### config.mk
export PLATFORM = sky130hd
export DESIGN_NAME = uart_core_p
export DESIGN_NICKNAME = d
export VERILOG_FILES = /design/src/rtl/uart_pkg.sv /design/src/rtl/uart_sync_fifo.sv /design/src/rtl/uart_core_p.sv
export SDC_FILE = /design/constraint.sdc
export NUM_CORES = 1
export LEC_CHECK = 0
export ABC_AREA = 1
export CAP_MARGIN = 40
export CORE_MARGIN = 1.5
export CORE_UTILIZATION = 35
export DETAILED_ROUTE_END_ITERATION = 8
export DONT_BUFFER_PORTS = 1
export PLACE_DENSITY = 0.6
export SLEW_MARGIN = 5
export SYNTH_ARGS = -nofsm -noshare
export SYNTH_HDL_FRONTEND = slang
export SYNTH_SLANG_ARGS = --single-unit
### constraint.sdc
create_clock -name clk -period 4.7 [get_ports clk]
set_input_delay 1.41 -clock clk [delete_from_list [all_inputs] [get_ports clk]]
set_output_delay 1.41 -clock clk [all_outputs]
set_load 0.005 [all_outputs]
### src/rtl/uart_pkg.sv
// Shared types and helpers for the parametrised UART core.
// Holds the TX/RX state encodings, the idle line level and the parity helper.
package uart_pkg;

  typedef enum logic [2:0] {
    TX_IDLE,
    TX_START,
    TX_DATA,
    TX_PARITY,
    TX_STOP
  } tx_state_t;

  typedef enum logic [2:0] {
    RX_IDLE,
    RX_START,
    RX_DATA,
    RX_PARITY,
    RX_STOP
  } rx_state_t;

  localparam logic IDLE_LVL   = 1'b1;
  localparam int   MAX_DATA_W = 9;

  // Callers zero-extend narrower words; zero bits do not change the XOR.
  function automatic logic calc_par(input logic [MAX_DATA_W-1:0] data, input logic odd);
    return (^data) ^ odd;
  endfunction

endpackage

### src/rtl/uart_sync_fifo.sv
// Synchronous first-word-fall-through FIFO with registered pointers.
// A push while full is dropped even when a pop lands in the same cycle.
module uart_sync_fifo
  import uart_pkg::*;
#(
  parameter int WIDTH = 8,
  parameter int DEPTH = 8
) (
  input  logic             clk,
  input  logic             rst_n,
  input  logic             push,
  input  logic [WIDTH-1:0] wdata,
  input  logic             pop,
  output logic [WIDTH-1:0] rdata,
  output logic             full,
  output logic             empty
);

  localparam int AW = $clog2(DEPTH);

  logic [WIDTH-1:0] mem [DEPTH];
  logic [AW-1:0]    wr_ptr;
  logic [AW-1:0]    rd_ptr;
  logic [AW:0]      count;
  logic             push_ok;
  logic             pop_ok;

  assign full    = (count == (AW+1)'(DEPTH));
  assign empty   = (count == '0);
  assign push_ok = push && !full;
  assign pop_ok  = pop && !empty;
  assign rdata   = mem[rd_ptr];

  always_ff @(posedge clk or negedge rst_n) begin
    if (!rst_n) begin
      wr_ptr <= '0;
      rd_ptr <= '0;
      count  <= '0;
    end else begin
      if (push_ok) wr_ptr <= wr_ptr + AW'(1);
      if (pop_ok)  rd_ptr <= rd_ptr + AW'(1);
      count <= count + {{AW{1'b0}}, push_ok} - {{AW{1'b0}}, pop_ok};
    end
  end

  always_ff @(posedge clk) begin
    if (push_ok) mem[wr_ptr] <= wdata;
  end

endmodule

### src/rtl/uart_core_p.sv
// Parametrised UART core: shared oversampling divider, TX/RX FSMs, FIFOs and sticky errors.
// Both directions run off clock-enable ticks; there are no derived clocks.
module uart_core_p
  import uart_pkg::*;
#(
  parameter int DATA_W     = 8,
  parameter int FIFO_DEPTH = 8,
  parameter int DIV_W      = 16,
  parameter int OSR        = 16
) (
  input  logic              clk,
  input  logic              rst_n,
  input  logic              cfg_wr,
  input  logic [DIV_W-1:0]  cfg_div,
  input  logic              cfg_par_en,
  input  logic              cfg_par_odd,
  input  logic              cfg_stop2,
  input  logic              cfg_tx_en,
  input  logic              cfg_rx_en,
  input  logic              tx_wr,
  input  logic [DATA_W-1:0] tx_data,
  output logic              tx_full,
  output logic              tx_empty,
  output logic              tx_busy,
  input  logic              rx_rd,
  output logic [DATA_W-1:0] rx_data,
  output logic              rx_valid,
  input  logic              err_clr,
  output logic              rx_overrun,
  output logic              rx_par_err,
  output logic              rx_frame_err,
  input  logic              rxd,
  output logic              txd
);

  localparam int TW = $clog2(OSR);
  localparam int BW = $clog2(DATA_W);
  localparam logic [TW-1:0] T_LAST = TW'(OSR - 1);
  localparam logic [TW-1:0] T_MID  = TW'(OSR / 2 - 1);
  localparam logic [BW-1:0] B_LAST = BW'(DATA_W - 1);

  logic [DIV_W-1:0] cfg_div_r;
  logic             cfg_par_en_r;
  logic             cfg_par_odd_r;
  logic             cfg_stop2_r;
  logic             cfg_tx_en_r;
  logic             cfg_rx_en_r;

  always_ff @(posedge clk or negedge rst_n) begin
    if (!rst_n) begin
      cfg_div_r     <= '0;
      cfg_par_en_r  <= 1'b0;
      cfg_par_odd_r <= 1'b0;
      cfg_stop2_r   <= 1'b0;
      cfg_tx_en_r   <= 1'b0;
      cfg_rx_en_r   <= 1'b0;
    end else if (cfg_wr) begin
      cfg_div_r     <= cfg_div;
      cfg_par_en_r  <= cfg_par_en;
      cfg_par_odd_r <= cfg_par_odd;
      cfg_stop2_r   <= cfg_stop2;
      cfg_tx_en_r   <= cfg_tx_en;
      cfg_rx_en_r   <= cfg_rx_en;
    end
  end

  logic [DIV_W-1:0] div_cnt;
  logic             tick;

  assign tick = (div_cnt == cfg_div_r);

  always_ff @(posedge clk or negedge rst_n) begin
    if (!rst_n)      div_cnt <= '0;
    else if (cfg_wr) div_cnt <= '0;
    else if (tick)   div_cnt <= '0;
    else             div_cnt <= div_cnt + DIV_W'(1);
  end

  logic [DATA_W-1:0] tx_head;
  logic              tx_pop;
  logic              rx_push;
  logic              rx_full;
  logic              rx_empty;
  logic [DATA_W-1:0] rx_shift;

  uart_sync_fifo #(.WIDTH(DATA_W), .DEPTH(FIFO_DEPTH)) u_tx_fifo (
    .clk   (clk),
    .rst_n (rst_n),
    .push  (tx_wr),
    .wdata (tx_data),
    .pop   (tx_pop),
    .rdata (tx_head),
    .full  (tx_full),
    .empty (tx_empty)
  );

  uart_sync_fifo #(.WIDTH(DATA_W), .DEPTH(FIFO_DEPTH)) u_rx_fifo (
    .clk   (clk),
    .rst_n (rst_n),
    .push  (rx_push),
    .wdata (rx_shift),
    .pop   (rx_rd),
    .rdata (rx_data),
    .full  (rx_full),
    .empty (rx_empty)
  );

  assign rx_valid = !rx_empty;

  // Transmitter
  tx_state_t         tx_state, tx_state_nxt;
  logic [TW-1:0]     tx_tcnt, tx_tcnt_nxt;
  logic [BW-1:0]     tx_bcnt, tx_bcnt_nxt;
  logic [DATA_W-1:0] tx_shift, tx_shift_nxt;
  logic              tx_par, tx_par_nxt;
  logic              tx_stop, tx_stop_nxt;

  always_ff @(posedge clk or negedge rst_n) begin
    if (!rst_n) begin
      tx_state <= TX_IDLE;
      tx_tcnt  <= '0;
      tx_bcnt  <= '0;
      tx_shift <= '0;
      tx_par   <= 1'b0;
      tx_stop  <= 1'b0;
    end else begin
      tx_state <= tx_state_nxt;
      tx_tcnt  <= tx_tcnt_nxt;
      tx_bcnt  <= tx_bcnt_nxt;
      tx_shift <= tx_shift_nxt;
      tx_par   <= tx_par_nxt;
      tx_stop  <= tx_stop_nxt;
    end
  end

  always_comb begin
    tx_state_nxt = tx_state;
    tx_tcnt_nxt  = tx_tcnt;
    tx_bcnt_nxt  = tx_bcnt;
    tx_shift_nxt = tx_shift;
    tx_par_nxt   = tx_par;
    tx_stop_nxt  = tx_stop;
    tx_pop       = 1'b0;
    case (tx_state)
      TX_IDLE: begin
        if (tick && cfg_tx_en_r && !tx_empty) begin
          tx_pop       = 1'b1;
          tx_shift_nxt = tx_head;
          // Parity is latched with the word so a later cfg change cannot split it.
          tx_par_nxt   = calc_par(MAX_DATA_W'(tx_head), cfg_par_odd_r);
          tx_tcnt_nxt  = '0;
          tx_state_nxt = TX_START;
        end
      end
      default: begin
        if (tick) begin
          if (tx_tcnt != T_LAST) begin
            tx_tcnt_nxt = tx_tcnt + TW'(1);
          end else begin
            tx_tcnt_nxt = '0;
            case (tx_state)
              TX_START: begin
                tx_bcnt_nxt  = '0;
                tx_state_nxt = TX_DATA;
              end
              TX_DATA: begin
                tx_shift_nxt = tx_shift >> 1;
                if (tx_bcnt == B_LAST) begin
                  tx_stop_nxt  = 1'b0;
                  tx_state_nxt = cfg_par_en_r ? TX_PARITY : TX_STOP;
                end else begin
                  tx_bcnt_nxt = tx_bcnt + BW'(1);
                end
              end
              TX_PARITY: begin
                tx_stop_nxt  = 1'b0;
                tx_state_nxt = TX_STOP;
              end
              TX_STOP: begin
                if (cfg_stop2_r && !tx_stop) tx_stop_nxt  = 1'b1;
                else                         tx_state_nxt = TX_IDLE;
              end
              default: tx_state_nxt = TX_IDLE;
            endcase
          end
        end
      end
    endcase
  end

  always_comb begin
    txd = IDLE_LVL;
    case (tx_state)
      TX_START:  txd = 1'b0;
      TX_DATA:   txd = tx_shift[0];
      TX_PARITY: txd = tx_par;
      default:   txd = IDLE_LVL;
    endcase
  end

  assign tx_busy = (tx_state != TX_IDLE);

  // Receiver: two-flop synchroniser plus one history flop for edge detect
  logic [1:0] rx_sync;
  logic       rx_prev;
  logic       rx_line;
  logic       rx_fall;

  always_ff @(posedge clk or negedge rst_n) begin
    if (!rst_n) begin
      rx_sync <= {2{IDLE_LVL}};
      rx_prev <= IDLE_LVL;
    end else begin
      rx_sync <= {rx_sync[0], rxd};
      rx_prev <= rx_sync[1];
    end
  end

  assign rx_line = rx_sync[1];
  assign rx_fall = rx_prev && !rx_line;

  rx_state_t         rx_state, rx_state_nxt;
  logic [TW-1:0]     rx_tcnt, rx_tcnt_nxt;
  logic [BW-1:0]     rx_bcnt, rx_bcnt_nxt;
  logic [DATA_W-1:0] rx_shift_nxt;
  logic              rx_par, rx_par_nxt;
  logic              par_evt;
  logic              frame_evt;

  always_ff @(posedge clk or negedge rst_n) begin
    if (!rst_n) begin
      rx_state <= RX_IDLE;
      rx_tcnt  <= '0;
      rx_bcnt  <= '0;
      rx_shift <= '0;
      rx_par   <= 1'b0;
    end else begin
      rx_state <= rx_state_nxt;
      rx_tcnt  <= rx_tcnt_nxt;
      rx_bcnt  <= rx_bcnt_nxt;
      rx_shift <= rx_shift_nxt;
      rx_par   <= rx_par_nxt;
    end
  end

  always_comb begin
    rx_state_nxt = rx_state;
    rx_tcnt_nxt  = rx_tcnt;
    rx_bcnt_nxt  = rx_bcnt;
    rx_shift_nxt = rx_shift;
    rx_par_nxt   = rx_par;
    rx_push      = 1'b0;
    par_evt      = 1'b0;
    frame_evt    = 1'b0;
    case (rx_state)
      RX_IDLE: begin
        if (cfg_rx_en_r && rx_fall) begin
          rx_tcnt_nxt  = '0;
          rx_state_nxt = RX_START;
        end
      end
      RX_START: begin
        if (tick) begin
          if (rx_tcnt != T_MID) begin
            rx_tcnt_nxt = rx_tcnt + TW'(1);
          end else if (rx_line) begin
            rx_state_nxt = RX_IDLE;
          end else begin
            rx_tcnt_nxt  = '0;
            rx_bcnt_nxt  = '0;
            rx_state_nxt = RX_DATA;
          end
        end
      end
      default: begin
        if (tick) begin
          if (rx_tcnt != T_LAST) begin
            rx_tcnt_nxt = rx_tcnt + TW'(1);
          end else begin
            rx_tcnt_nxt = '0;
            case (rx_state)
              RX_DATA: begin
                rx_shift_nxt = {rx_line, rx_shift[DATA_W-1:1]};
                if (rx_bcnt == B_LAST) rx_state_nxt = cfg_par_en_r ? RX_PARITY : RX_STOP;
                else                   rx_bcnt_nxt  = rx_bcnt + BW'(1);
              end
              RX_PARITY: begin
                rx_par_nxt   = rx_line;
                rx_state_nxt = RX_STOP;
              end
              RX_STOP: begin
                // Only the first stop bit is checked; a second one is left to the idle line.
                if (!rx_line) begin
                  frame_evt = 1'b1;
                end else begin
                  rx_push = 1'b1;
                  par_evt = cfg_par_en_r &&
                            (rx_par != calc_par(MAX_DATA_W'(rx_shift), cfg_par_odd_r));
                end
                rx_state_nxt = RX_IDLE;
              end
              default: rx_state_nxt = RX_IDLE;
            endcase
          end
        end
      end
    endcase
  end

  always_ff @(posedge clk or negedge rst_n) begin
    if (!rst_n) begin
      rx_overrun   <= 1'b0;
      rx_par_err   <= 1'b0;
      rx_frame_err <= 1'b0;
    end else begin
      rx_overrun   <= (rx_push && rx_full) || (rx_overrun && !err_clr);
      rx_par_err   <= par_evt || (rx_par_err && !err_clr);
      rx_frame_err <= frame_evt || (rx_frame_err && !err_clr);
    end
  end

endmodule

**After elaboration in Yosys (flattened, before gate mapping)**

Memories as Yosys holds them, arrays and structs flattened.
Cells that the tools add are included.

- Flip-flop bits (word level): 102
- Latch bits: 0
- Memory bits (writable): 128
- Bits in read-only memories: 0
- Input port bits: 36
- Output and inout port bits: 16
- Word-level logic and storage cells: 203
- Memories kept: 2

- Add/subtract/negate cells: 13
- $mul: 0
- Divide/modulo/power cells: 0
- $lt $le $gt $ge: 0
- Equality and inequality tests: 33
- Shift-type cells: 0
- Muxes and demuxes: 70
- Bitwise gates (word level): 7
- Reduce and logical (&&, ||, !) cells: 49

Memories:

| memory | depth | bits a word | rd ports | clocked after Yosys merged registers in | write ports | RTL line | text |
|---|---|---|---|---|---|---|---|
| u_rx_fifo.mem | 8 | 8 | 1 | 0 | 1 | uart_sync_fifo.sv:21 | `logic [WIDTH-1:0] mem [DEPTH];` |
| u_tx_fifo.mem | 8 | 8 | 1 | 0 | 1 | uart_sync_fifo.sv:21 |  |

Operator list:

| cell | number |
|---|---|
| 3-bit two-way mux | 21 |
| 4-bit two-way mux | 10 |
| 8-bit two-way mux | 5 |
| 16-bit two-way mux | 2 |
| 3-bit one-hot mux with 2 select lines | 4 |
| 1-bit two-way mux | 23 |
| 3-bit by 1-bit adder with 3-bit output, second input constant | 6 |
| 9-bit parity | 2 |
| 16-bit by 1-bit adder with 16-bit output, second input constant | 1 |
| 16-bit == test | 1 |
| 2-bit inequality test, second input constant | 8 |
| 4-bit AND reduction | 4 |
| 1-bit logical AND | 14 |
| 3-bit by 2-bit == test with 1-bit output, second input constant | 4 |
| 3-bit == test, second input constant | 4 |
| 4-bit inequality test, second input constant | 3 |
| 3-bit one-hot mux with 4 select lines | 1 |
| 6-bit AND reduction | 2 |
| 5-bit AND reduction | 2 |
| 2-bit nonzero test | 5 |
| 4-bit by 1-bit adder with 4-bit output | 2 |
| 4-bit by 1-bit adder with 4-bit output, second input constant | 2 |
| 4-bit == test, second input constant | 2 |
| 4-bit logical NOT | 2 |
| other kinds (20) | 42 |

**Depth between registers and ports, before layout**

- Depth in word-level cells: 10
- Mapped depth: 16

**Cells and area by module**

A second synthesis with hierarchy kept.

- Cells, all modules: 1,300
- Area, all modules: 11,424.7 µm²

Modules (own cells, without submodules):

| module | instances | cells each | area each (µm²) |
|---|---|---|---|
| uart_core_p | 1 | 606 | 4,471.8 |
| uart_sync_fifo (u_rx_fifo) | 1 | 347 | 3,479.6 |
| uart_sync_fifo (u_tx_fifo) | 1 | 347 | 3,473.3 |

**Worst setup path before layout**

OpenSTA, ideal clock, no wires.

- Path type: input -> register
- Start point: in rx_rd
- End point: reg u_rx_fifo.count[2]
- Setup time: 0.124 ns
- Data arrival time: 2.567 ns
- Required time: 4.576 ns
- Path slack: 2.008 ns
- Stages on the path: 7
- Path buffers: 0
- Cell sequence: nand2_1 > inv_1 > ha_1 > inv_1 > ha_1 > fa_1 > xor2_1

- Word-level cells in the longest chain between the ends: 2

RTL lines:

| what | RTL line | text |
|---|---|---|
| from (decl) | uart_core_p.sv:25 | `input logic rx_rd,` |
| 1-bit logical AND | uart_sync_fifo.sv:31 | `assign pop_ok = pop && !empty;` |
| net u_rx_fifo.pop_ok | uart_sync_fifo.sv:26 | `logic pop_ok;` |
| 4-bit by 1-bit subtractor with 4-bit output | uart_sync_fifo.sv:42 | `count <= count + {{AW{1'b0}}, push_ok} - {{AW{1'b0}}, pop_ok};` |
| to (signal assigned) | uart_sync_fifo.sv:42 |  |
| to (decl) | uart_sync_fifo.sv:24 | `logic [AW:0] count;` |

The timed path passes the listed nets, and every way through them passes these cells.
A chain may end at the register's enable or synchronous reset.

**Final worst setup path**

- Start point: reg u_rx_fifo.rd_ptr[0]
- End point: out rx_data[6]

- Word-level cells in the longest chain between the ends: 1

RTL lines:

| what | RTL line | text |
|---|---|---|
| from (decl) | uart_sync_fifo.sv:23 | `logic [AW-1:0] rd_ptr;` |
| from (signal assigned) | uart_sync_fifo.sv:41 | `if (pop_ok) rd_ptr <= rd_ptr + AW'(1);` |
| memory read 8 x 8 bit | -- |  |
| to (decl) | uart_core_p.sv:26 | `output logic [DATA_W-1:0] rx_data,` |

No other way between the ends.

==> impl_metrics.tcl <==
set metrics [dict create \
    outcome "finished, final reports clean" \
    ys.flop_type "edfxtp_1" \
    grt_max_degree 103 \
    finalPower_mw 5.48 \
    fin_skew_ns 0.0113 \
    rsz0062_at_grt "false" \
    totalWireLength_um 21500 \
    crit_type "reg -> out" \
    gp_congestion 0.868 \
    p_leak_nw 4.89 \
    io_buffer_count 0 \
    fin_crit_ns 3.78 \
    grt_pass1_wl_um 36100 \
    start_util 0.358 \
    ctsHoldBuffers 0 \
    drive_above_1_share 0.0730 \
    hp-class "reg -> reg" \
    cts-resized-gates 0 \
    worstPathMaxFanout 34 \
    r2r_setup_slack_ns 1.95 \
    dp_hpwl_um 14700 \
    grt_pass1_vias 7225 \
    peakVddDrop_v 0.000299 \
    syn2layout_area_growth_pct 11.7 \
    drc 0 \
    hold_violations 0 \
    grt_util_all_layers 0.141 \
    cts_setup_buffers 0 \
    ys_seq_elements 230 \
    rr_worst_depth 9 \
    synth_fp_nets 1163 \
    period_share 0.803 \
    antennaDiodeCount 0 \
    clk_path_buf_depth 3 \
    min_to "rx_sync[1]$_DFF_PN1_" \
    post_layout_nonfiller_instances 1513 \
    slew_viol_final 0 \
    yosys.cell_types.count 43 \
    cts_tree "yes" \
    ys_warn_count 0 \
    clkLatencyLatePin_ns 0.52 \
    cp-end-kind "output port" \
    antenna_left 0 \
    antenna_found_initial 0 \
    fmax_ghz 0.265 \
    die_y_um 178 \
    required_ns 3.29 \
    tightestPinTransition_ns 0.823 \
    timing.rr.start "rx_tcnt[0]$_DFFE_PN0P_" \
    syn_inst 1102 \
    dr.pass1.iters 5 \
    coreArea_um2 29800 \
    seq_area_frac_synth 0.600 \
    routed_via_density 4.78 \
    first_iter_violations 504 \
    synth-edff-count 128 \
    cts_sinks 230 \
    startpoint_type "register" \
    synth.avg_cell_area_um2 9.67 \
    cap_violations 0 \
    worstPathArrival_ns 2.37 \
    dpl.cell_count 1464 \
    async_reset_ff_frac 0.443 \
    vias 7225 \
    root_buffer "clkbuf_16" \
    row_count 63 \
    die_area_um2 31500 \
    die_x_um 178 \
    htreeDepth 1 \
    hp-start "rx_sync[0]$_DFF_PN1_" \
    cts_made_buffers 26 \
    cts.clk_slew.worst_paths_ns 0.06 \
    setup_tns_ns 0 \
    overflow 0 \
    setup_violations 0 \
    routedWlPerCell_um 14.2 \
    whs_path_depth 0 \
    holdWs_ns 0.379 \
    ios 52 \
    r2r-end "u_rx_fifo.mem[5][5]$_DFFE_PP_" \
    power_density_nw_per_um2 460 \
    nNetsFinal 1164 \
    slew_headroom 0.449 \
    syn_area_um2 10700 \
]
## cell usage in the layout, fill, tap and decap left out, drive strengths merged, types with 19 or more instances in the layout
cell type | netlist | final
edfxtp | 128 | 128
nand2 | 272 | 272
a21oi | 23 | 23
nand3 | 69 | 69
dfrtp | 99 | 99
o21ai | 95 | 95
xnor2 | 19 | 19
ha | 23 | 23
nor2 | 133 | 133
inv | 119 | 119
clkbuf | 19 | 31
## synthesized netlist by cell type, types with 14 or more instances
cell type  count  share of area
xnor2_1       19          0.016
o21ai_0       83          0.039
clkbuf_1      19         0.0067
ha_1          23          0.027
inv_1        112          0.039
nand2_1      266          0.094
nor2_1       131          0.046
xor2_1        14          0.012
dfrtp_1       99           0.23
a21oi_1       23          0.011
edfxtp_1     128           0.36
nand3_1       69          0.032
## power by group
part           internal [mW]  leakage [nW]  switching (mW)
clock                   1.24         0.425           0.801
combinational          0.339          2.10           0.673
sequential              2.33          2.37           0.102
## final cells by class
type,instances,area (um^2)
Fill cell,2893,17900
Sequential cell,230,6400
Multi-Input combinational cell,719,3650
Clock buffer,31,711
Tap cell,390,488
Inverter,120,455
Clock inverter,17,158
Timing Repair Buffer,6,45.0
## through the flow
step                 util  setup slack [ns]  instance area [um^2]
floorplan               -              2.01                 10700
global placement    0.370              1.59                 11000
detailed placement  0.370              1.49                 11000
CTS                 0.399             0.916                 11900
global route        0.399             0.729                 11900
finish              0.399             0.925                 11900
## sequential cells by signal, indices dropped and copies added (netlist names), 4 cells and up
register and flops:
cfg_div_r 16, u_tx_fifo.count 4, u_rx_fifo.count 4, rx_shift 8
tx_shift 8, u_rx_fifo.mem 64, tx_tcnt 4, div_cnt 16
rx_tcnt 4, u_tx_fifo.mem 64
## worst max path at each step
stage                                         start                      endpoint  slack [ns]  cells past startpoint
finish              u_rx_fifo.rd_ptr[0]$_DFFE_PN0P_                    rx_data[6]        0.92                      6
global route        u_rx_fifo.rd_ptr[0]$_DFFE_PN0P_                    rx_data[3]        0.73                      6
CTS                 u_rx_fifo.rd_ptr[0]$_DFFE_PN0P_                    rx_data[6]        0.92                      6
detailed placement  u_rx_fifo.rd_ptr[0]$_DFFE_PN0P_                    rx_data[6]        1.49                      6
global placement    u_rx_fifo.rd_ptr[0]$_DFFE_PN0P_                    rx_data[6]        1.59                      6
floorplan                                     rx_rd  u_rx_fifo.count[2]$_DFF_PN0_        2.01                      7
## critical path, stage by stage (launching register included)
cell	delay, ns
dfrtp_1	0.36
buf_4	0.22
inv_1	0.63
o21ai_0	0.19
o22ai_1	0.15
nor2_1	0.06
a31oi_1	0.24
## kinds of logic (layout without fill, tap and decap cells)
group,Yosys count,count (layout),synth area share
simple gates,512,512,0.205
flops,230,230,0.600
buf+inv,153,174,0.0574
compound gates,148,148,0.0774
xor+xnor,34,34,0.0286
fa+ha+maj,25,25,0.0308
## routing by layer
layer	vias up	global-route usage	wire (um)
met5	-	0	0
met4	0	0.0385	517
met3	37	0.0208	773
met2	134	0.247	10500
met1	3410	0.182	9770
li1	3644	-	-
Note: power is estimated with default switching activity, not from simulation.
